==> config.mk <==
export PLATFORM = sky130hd
export DESIGN_NAME = signal_mux_adc_n
export DESIGN_NICKNAME = d
export VERILOG_FILES = /design/src/rtl/signal_mux_adc_n.sv
export SDC_FILE = /design/constraint.sdc
export NUM_CORES = 1
export LEC_CHECK = 0
export BUFFER_PORTS_ARGS = -buffer_cell sky130_fd_sc_hd__buf_2
export CAP_MARGIN = 20
export CORE_MARGIN = 2
export CORE_UTILIZATION = 41
export CTS_CLUSTER_DIAMETER = 50
export DETAILED_ROUTE_END_ITERATION = 6
export PLACE_DENSITY = 0.81
export SLEW_MARGIN = 10
export SYNTH_ARGS = -nofsm -noshare
export SYNTH_HDL_FRONTEND = slang
export SYNTH_SLANG_ARGS = --single-unit
==> constraint.sdc <==
create_clock -name pclk -period 2.1 [get_ports pclk]
set_input_delay 0.42 -clock pclk [delete_from_list [all_inputs] [get_ports pclk]]
set_output_delay 0.42 -clock pclk [all_outputs]
set_load 0.02 [all_outputs]
==> src/rtl/signal_mux_adc_n.sv <==
// signal_mux_adc_n: selects one real and one imaginary sample source from a
// packed multi-channel ADC bus (or a 2-bit imitator) with output blanking on
// every source switch.
//
// Optional feature macro: SIGNAL_MUX_SWCNT_EN (enables the completed-switch
// counter on sw_cnt; when undefined sw_cnt is tied to 0).
//
// Ports:
//   pclk, reset_n       clock (rising edge), async active-low reset
//   adc_re_in/adc_im_in packed channel samples, channel k at [k*DW +: DW]
//   imi_in              imitator sample, zero-extended when selected
//   sel_re/sel_im       requested source codes (0 / >NUM_CH = imitator)
//   sel_wr              strobe capturing sel_re/sel_im
//   busy                blanking in progress
//   sw_done             one-cycle pulse when a selection becomes active
//   signal_out_re/_im   registered selected samples
//   sw_cnt              completed-switch counter
module signal_mux_adc_n #(
  parameter int unsigned NUM_CH    = 12,
  parameter int unsigned DW        = 4,
  parameter int unsigned BLANK_CYC = 4
) (
  input  logic                 pclk,
  input  logic                 reset_n,
  input  logic [NUM_CH*DW-1:0] adc_re_in,
  input  logic [NUM_CH*DW-1:0] adc_im_in,
  input  logic [1:0]           imi_in,
  input  logic [4:0]           sel_re,
  input  logic [4:0]           sel_im,
  input  logic                 sel_wr,
  output logic                 busy,
  output logic                 sw_done,
  output logic [DW-1:0]        signal_out_re,
  output logic [DW-1:0]        signal_out_im,
  output logic [15:0]          sw_cnt
);

  localparam int unsigned SW = 5;
  localparam int unsigned CW = 8;
  localparam logic        BLANK_EN = (BLANK_CYC != 0);

  typedef enum logic {ST_IDLE, ST_BLANK} state_t;

  state_t        state;
  logic [SW-1:0] act_re, act_im;
  logic [SW-1:0] pend_re, pend_im;
  logic [CW-1:0] blank_cnt;
  logic          differ;
  logic          blank_req;
`ifdef SIGNAL_MUX_SWCNT_EN
  logic          pend_chg;
`endif

  // Source decode: codes 1..NUM_CH pick channel code-1, anything else the imitator.
  function automatic logic [DW-1:0] pick(input logic [SW-1:0]        code,
                                         input logic [NUM_CH*DW-1:0] bus,
                                         input logic [1:0]           imi);
    logic [DW-1:0] r;
    r = DW'(imi);
    for (int k = 0; k < NUM_CH; k++) begin
      if (code == SW'(k + 1)) r = bus[k*DW +: DW];
    end
    return r;
  endfunction

  assign differ    = ({sel_re, sel_im} != {act_re, act_im});
  // A write keeps (or starts) blanking when one is running or the pair changes.
  assign blank_req = BLANK_EN && (busy || differ);

  // Selection FSM, blank counter and registered outputs.
  always_ff @(posedge pclk or negedge reset_n) begin
    if (!reset_n) begin
      state         <= ST_IDLE;
      act_re        <= '0;
      act_im        <= '0;
      pend_re       <= '0;
      pend_im       <= '0;
      blank_cnt     <= '0;
      busy          <= 1'b0;
      sw_done       <= 1'b0;
      signal_out_re <= '0;
      signal_out_im <= '0;
`ifdef SIGNAL_MUX_SWCNT_EN
      pend_chg      <= 1'b0;
      sw_cnt        <= '0;
`endif
    end else begin
      sw_done <= 1'b0;
      case (state)
        ST_IDLE: begin
          signal_out_re <= pick(act_re, adc_re_in, imi_in);
          signal_out_im <= pick(act_im, adc_im_in, imi_in);
          if (sel_wr) begin
            // Same pair still commits one edge later, just without blanking.
            pend_re   <= sel_re;
            pend_im   <= sel_im;
            blank_cnt <= differ ? CW'(BLANK_CYC) : '0;
            busy      <= BLANK_EN && differ;
            state     <= ST_BLANK;
`ifdef SIGNAL_MUX_SWCNT_EN
            pend_chg  <= differ;
`endif
          end
        end
        ST_BLANK: begin
          if (sel_wr) begin
            // Last writer wins; blanking restarts from the full length.
            pend_re       <= sel_re;
            pend_im       <= sel_im;
            blank_cnt     <= blank_req ? CW'(BLANK_CYC) : '0;
            busy          <= blank_req;
            signal_out_re <= blank_req ? '0 : pick(act_re, adc_re_in, imi_in);
            signal_out_im <= blank_req ? '0 : pick(act_im, adc_im_in, imi_in);
`ifdef SIGNAL_MUX_SWCNT_EN
            pend_chg      <= differ;
`endif
          end else if (blank_cnt == '0) begin
            act_re        <= pend_re;
            act_im        <= pend_im;
            signal_out_re <= pick(pend_re, adc_re_in, imi_in);
            signal_out_im <= pick(pend_im, adc_im_in, imi_in);
            busy          <= 1'b0;
            sw_done       <= 1'b1;
            state         <= ST_IDLE;
`ifdef SIGNAL_MUX_SWCNT_EN
            if (pend_chg && sw_cnt != 16'hFFFF) sw_cnt <= sw_cnt + 16'd1;
`endif
          end else begin
            blank_cnt     <= blank_cnt - CW'(1);
            signal_out_re <= '0;
            signal_out_im <= '0;
          end
        end
        default: state <= ST_IDLE;
      endcase
    end
  end

`ifndef SIGNAL_MUX_SWCNT_EN
  assign sw_cnt = 16'h0000;
`endif

endmodule
# After elaboration in Yosys (flattened, before gate mapping)
# Index checks and enable logic that the tools add are counted.
[op_classes]
n_addsub = 1
eq_ne = 52
n_mux = 75
bitwise_logic = 2
n_reduce_logical = 5
[ops]
columns = ["operator", "count"]
rows = [
  ["4-bit 2-to-1 mux", 54],
  ["5-bit by 4-bit == test with 1-bit output (second input constant)", 20],
  ["5-bit by 3-bit == test with 1-bit output (second input constant)", 16],
  ["5-bit by 2-bit == test with 1-bit output (second input constant)", 8],
  ["8-bit 2-to-1 mux", 3],
  ["5-bit by 1-bit == test with 1-bit output (second input constant)", 4],
  ["4-bit one-hot mux with 2 select lines", 2],
  ["8-bit one-hot mux with 2 select lines", 1],
  ["5-bit 2-to-1 mux", 2],
  ["10-bit inequality test", 1],
  ["1-bit 2-to-1 mux", 9],
  ["8-bit zero test", 1],
  ["8-bit by 1-bit subtractor with 8-bit output (second input constant)", 1],
  ["3-bit 2-to-1 mux", 2],
  ["1-bit one-hot mux with 2 select lines", 2],
  ["2-bit AND reduction", 2],
  ["3-bit by 2-bit inequality test with 1-bit output (second input constant)", 1],
  ["3-bit inequality test (second input constant)", 1],
  ["3-bit AND reduction", 1],
  ["2-bit inequality test (second input constant)", 1],
  ["1-bit NOT", 2],
  ["1-bit logical OR", 1],
]
[totals]
reg_bits = 39
in_bits = 111
out_inout_bits = 26
elab_cells = 145

# Depth between registers and ports, before layout
[logic_depth]
word_depth = 16
ltp_mapped = 10
mapped_depth_nobuf = 8

# Worst setup path after synthesis
# OpenSTA, ideal clock, no wires.
[synth_timing]
path_kind = "register to register"
from = "register blank_cnt[0]"
to = "register blank_cnt[2]"
setup_time_ns = 0.120
arrival_time_ns = 2.009
required_ns = 1.980
setup_slack_ns = -0.029
path_stages_with_launch = 8
path_cell_list = "dfrtp_1 inv_1 ha_1 or2b_2 or4_2 a31oi_1 a22oi_1 a31o_2"
[synth_via]
elab_chain_len = 4
elab_cells_between_ends = 7
classes_between = "add/sub (1); eq/ne (1); mux (3); reduce/logical (2)"
[synth_lines]
columns = ["element", "line", "source"]
rows = [
  ["start: declaration", "47", "logic [CW-1:0] blank_cnt;"],
  ["start signal: assignment", "97", "blank_cnt <= differ ? CW'(BLANK_CYC) : '0;"],
  ["start signal: assignment", "110", "blank_cnt <= blank_req ? CW'(BLANK_CYC) : '0;"],
  ["start signal: assignment", "129", "blank_cnt <= blank_cnt - CW'(1);"],
  ["8-bit by 1-bit subtractor with 8-bit output", "129", ""],
  ["8-bit 2-to-1 mux", "117", "end else if (blank_cnt == '0) begin"],
  ["8-bit 2-to-1 mux", "106", "if (sel_wr) begin"],
  ["8-bit one-hot mux with 2 select lines", "89", "case (state)"],
]
# Parallel ways exist; a longest one is shown, timed or not. The select of a mux whose other input is x is not followed.
# A chain may end at the register's enable or synchronous reset.

# Final worst setup path
[layout_timing]
from = "register blank_cnt[3]"
to = "register signal_out_re[0]"
[layout_via]
elab_chain_len = 4
[layout_lines]
columns = ["element", "line", "source"]
rows = [
  ["8-bit zero test", "117", ""],
  ["4-bit 2-to-1 mux", "117", ""],
  ["4-bit 2-to-1 mux", "106", ""],
  ["4-bit one-hot mux with 2 select lines", "89", ""],
  ["end signal: assignment", "91", "signal_out_re <= pick(act_re, adc_re_in, imi_in);"],
  ["end signal: assignment", "112", "signal_out_re <= blank_req ? '0 : pick(act_re, adc_re_in, imi_in);"],
  ["end signal: assignment", "120", "signal_out_re <= pick(pend_re, adc_re_in, imi_in);"],
  ["end: declaration", "33", "output logic [DW-1:0] signal_out_re,"],
]
# No other way between the ends.

==> results.toml <==
[run_status]
status = "finished, violations left"
violations = "negative setup slack"

[cts]
cts_buffers = 5
clkSinkCount = 39
clk_path_buf_depth = 2
cts_tree = "yes"
clk_pin_slew_ns = 0.09
holdBufCountCts = 0
htreeDepth = 2
insertion_delay_ns = 0.30
root_buffer = "clkbuf_8"

[timing]
rsz0062_at_grt = "true"
post-route-period-util = 1.00
drv_slew = 0
period_minus_slack_ns = 2.11
hold_viol_final = 0
skew_ns = 0.0148
setup_tns_ns = -0.00992
max_freq_mhz = 474
fin_ws_ns = -0.00992
slew_headroom = 0.607
tightest_slew_ns = 0.575
setup_violations = 1

[grt]
overflow = 0
grt_pass1_vias = 4871
grt_max_degree = 40
grtUsageTotal = 0.258
grt_pass1_wl_mm = 24.0
antenna_found_initial = 0

[layout]
finish.instance_area_sq_um = 5630
antenna_cells = 0
fin_nets = 847
nFillCells = 995
syn2layout_area_growth_pct = 27.6
drive_gt1_frac = 0.330

[synthesis]
synth_top_family_by_area = "compound AO/OA/AOI/OAI gates"
netlist_instances = 590
synth-compound-area-share = 0.282
synthTopCellsByArea = "dfrtp_1, o21ai_0, nor2_1, mux2_2, nand2_1"
synth-adder-area-share = 0.00284
synth-edff-count = 0
yosys.area.top_type = "dfrtp_1"
syn_area_sq_um = 4410
ys_ff_latch = 39
yosys.cell_types.count = 74
syn_avg_cell_area_sq_um = 7.47
synth_top_area_frac = 0.221
ys_seq_area_frac = 0.221
synthArstFlopShare = 1.00
yosys.area_share.simple = 0.264
yosysWarnings = 0
synth_xor_area_frac = 0.0278
synthMuxAreaShare = 0.112
synthFlopType = "dfrtp_1"

[critical_path]
crit_family = "simple AND/OR/NAND/NOR gates"
required_ns = 2.34
slowest_stage = "or4_1"
start_kind = "flop"
timing.rr.start = "blank_cnt[3]"
cp-end-kind = "flop"
r2r-end = "signal_out_re[0]"
cpPeakStageDelay_ns = 0.52
reg2regPathDepth = 5
critPathArrivalTime_ns = 2.35
critical_path_class = "reg -> reg"
rrSetupSlack_ns = -0.01
path_cells = "or3_4, or4_4, or4_1, a31oi_1, o32a_2"
crit_path_max_fanout = 3
path_buf_inv = 0

[power]
clkPwrFrac = 0.109
comb_power_share = 0.670
ir_drop_v = 0.000429
p_leak_nw = 2.50
p_sw_frac = 0.464
p_seq_frac = 0.221
p_sw_mw = 2.70
powerDensity_nw_per_um2 = 1030
p_int_mw = 3.12

[routing]
dr.pass1.iters = 5
drc = 0
drt_iter0_markers = 583
vias = 5218
drtAntennaViolNets = 0
wl_mm = 15.3
wire_per_inst_um = 17.5
vias_per_cell = 5.98

[placement]
place_area_sq_um = 5420
numPortBuffers = 120
dp_hpwl_mm = 12.1
gp_congestion = 0.973

[floorplan]
rows = 37
ios = 137
coreArea_sq_um = 10400
die_h_um = 108
die_w_um = 108
die_area_sq_um = 11600
start_util = 0.425

[hold_path]
holdCritPathClass = "in -> async"

[job]
maxCapViolations = 0
==> cells by family after synthesis <==
logic type	count (synthesis)
xor+xnor	14
compound gates	185
other cells	1
simple gates	224
buf+inv	85
flops	39
fa+ha+maj	1
mux	41
==> cells in the mapped netlist (6+ instances only) <==
| library cell | number |
|---|---|
| nor2b_1 | 19 |
| o221ai_1 | 7 |
| clkbuf_1 | 34 |
| o22ai_1 | 9 |
| nand2b_1 | 14 |
| o211ai_1 | 7 |
| xnor2_1 | 13 |
| dfrtp_1 | 39 |
| nor2_1 | 56 |
| nand4_1 | 8 |
| a22oi_1 | 13 |
| mux2i_1 | 18 |
| nor3_1 | 24 |
| buf_1 | 6 |
| mux2_2 | 18 |
| a31oi_1 | 12 |
| buf_4 | 17 |
| inv_1 | 23 |
| nand3_1 | 10 |
| a21oi_1 | 34 |
| nand2_1 | 50 |
| o21ai_0 | 44 |
==> cell usage in the layout (no fill, tap or decap), types with 14 or more instances in the layout <==
master	instances
buf_4	60
nand2b_1	14
a21oi_1	34
nor2b_1	19
mux2i_1	18
buf_2	120
dfrtp_1	37
nand2_1	48
inv_1	23
mux2_2	18
nor2_1	55
nor3_1	23
conb_1	16
o21ai_0	44
==> power by group through the flow <==
stage                     Clock, mW  Combinational (mW)  Sequential [mW]
after global placement            0                3.68             1.29
after global routing          0.669                4.25             1.33
final                         0.634                3.90             1.29
after floorplan                   0                2.51             1.23
after CTS                     0.640                3.76             1.28
after detailed placement          0                3.72             1.29
==> repair_timing <==
item                                    CTS  global route
setup buffers                             1             3
endpoints found under the setup margin   14             8
gates resized for setup                   4            15
pin swaps                                 1             3
hold endpoints to repair                  0             0
gates cloned                              0             0
==> worst max-delay path by stage <==
| stage | cells past startpoint | slack, ns | end | start |
|---|---|---|---|---|
| floorplan | 7 | 0.003 | blank_cnt[2] | blank_cnt[0] |
| global placement | 8 | -0.02 | blank_cnt[4] | blank_cnt[0] |
| detailed placement | 5 | -0.11 | signal_out_re[3] | blank_cnt[3] |
| CTS | 5 | -0.002 | signal_out_re[0] | blank_cnt[3] |
| global route | 5 | -0.04 | signal_out_re[0] | blank_cnt[3] |
| finish | 5 | -0.01 | signal_out_re[0] | blank_cnt[3] |
==> layer usage <==
layer | GRT usage | wire, um | vias to the layer above
li1 | - | - | 2446
met1 | 0.347 | 6360 | 2376
met2 | 0.425 | 6920 | 347
met3 | 0.0254 | 1460 | 49
met4 | 0.103 | 518 | 0
met5 | 0 | 0 | -
==> registers in the layout, indices dropped and copies added, names as in the netlist <==
name and count:
act_re 5, sw_done 1, pend_im 5, signal_out_im 4, act_im 5, pend_re 5
blank_cnt 8, signal_out_re 4, busy 1, state 1
==> final cells by class <==
class | instances | area [sq um] | share of cell area
Timing Repair Buffer | 185 | 1120 | 0.199
Multi-Input combinational cell | 481 | 3160 | 0.562
Clock buffer | 5 | 68.8 | 0.0122
Tap cell | 136 | 170 | 0.0302
Sequential cell | 39 | 978 | 0.174
Inverter | 23 | 86.3 | 0.0153
Clock inverter | 3 | 43.8 | 0.00778
==> per-stage QoR <==
step / util / instances / hold WS (ns) / power [mW] / worst slack, ns
5_1_grt: 0.542 / 872 / 0.216 / 6.25 / -0.0393
3_5_place_dp: 0.522 / 860 / 0.504 / 5.01 / -0.108
2_1_floorplan: - / 605 / 0.124 / 3.74 / 0.00326
3_3_place_gp: 0.522 / 860 / 0.504 / 4.97 / -0.0206
6_report: 0.542 / 872 / 0.166 / 5.82 / -0.00992
4_1_cts: 0.535 / 869 / 0.175 / 5.69 / -0.00185
Note: power is estimated with default switching activity, not from simulation.
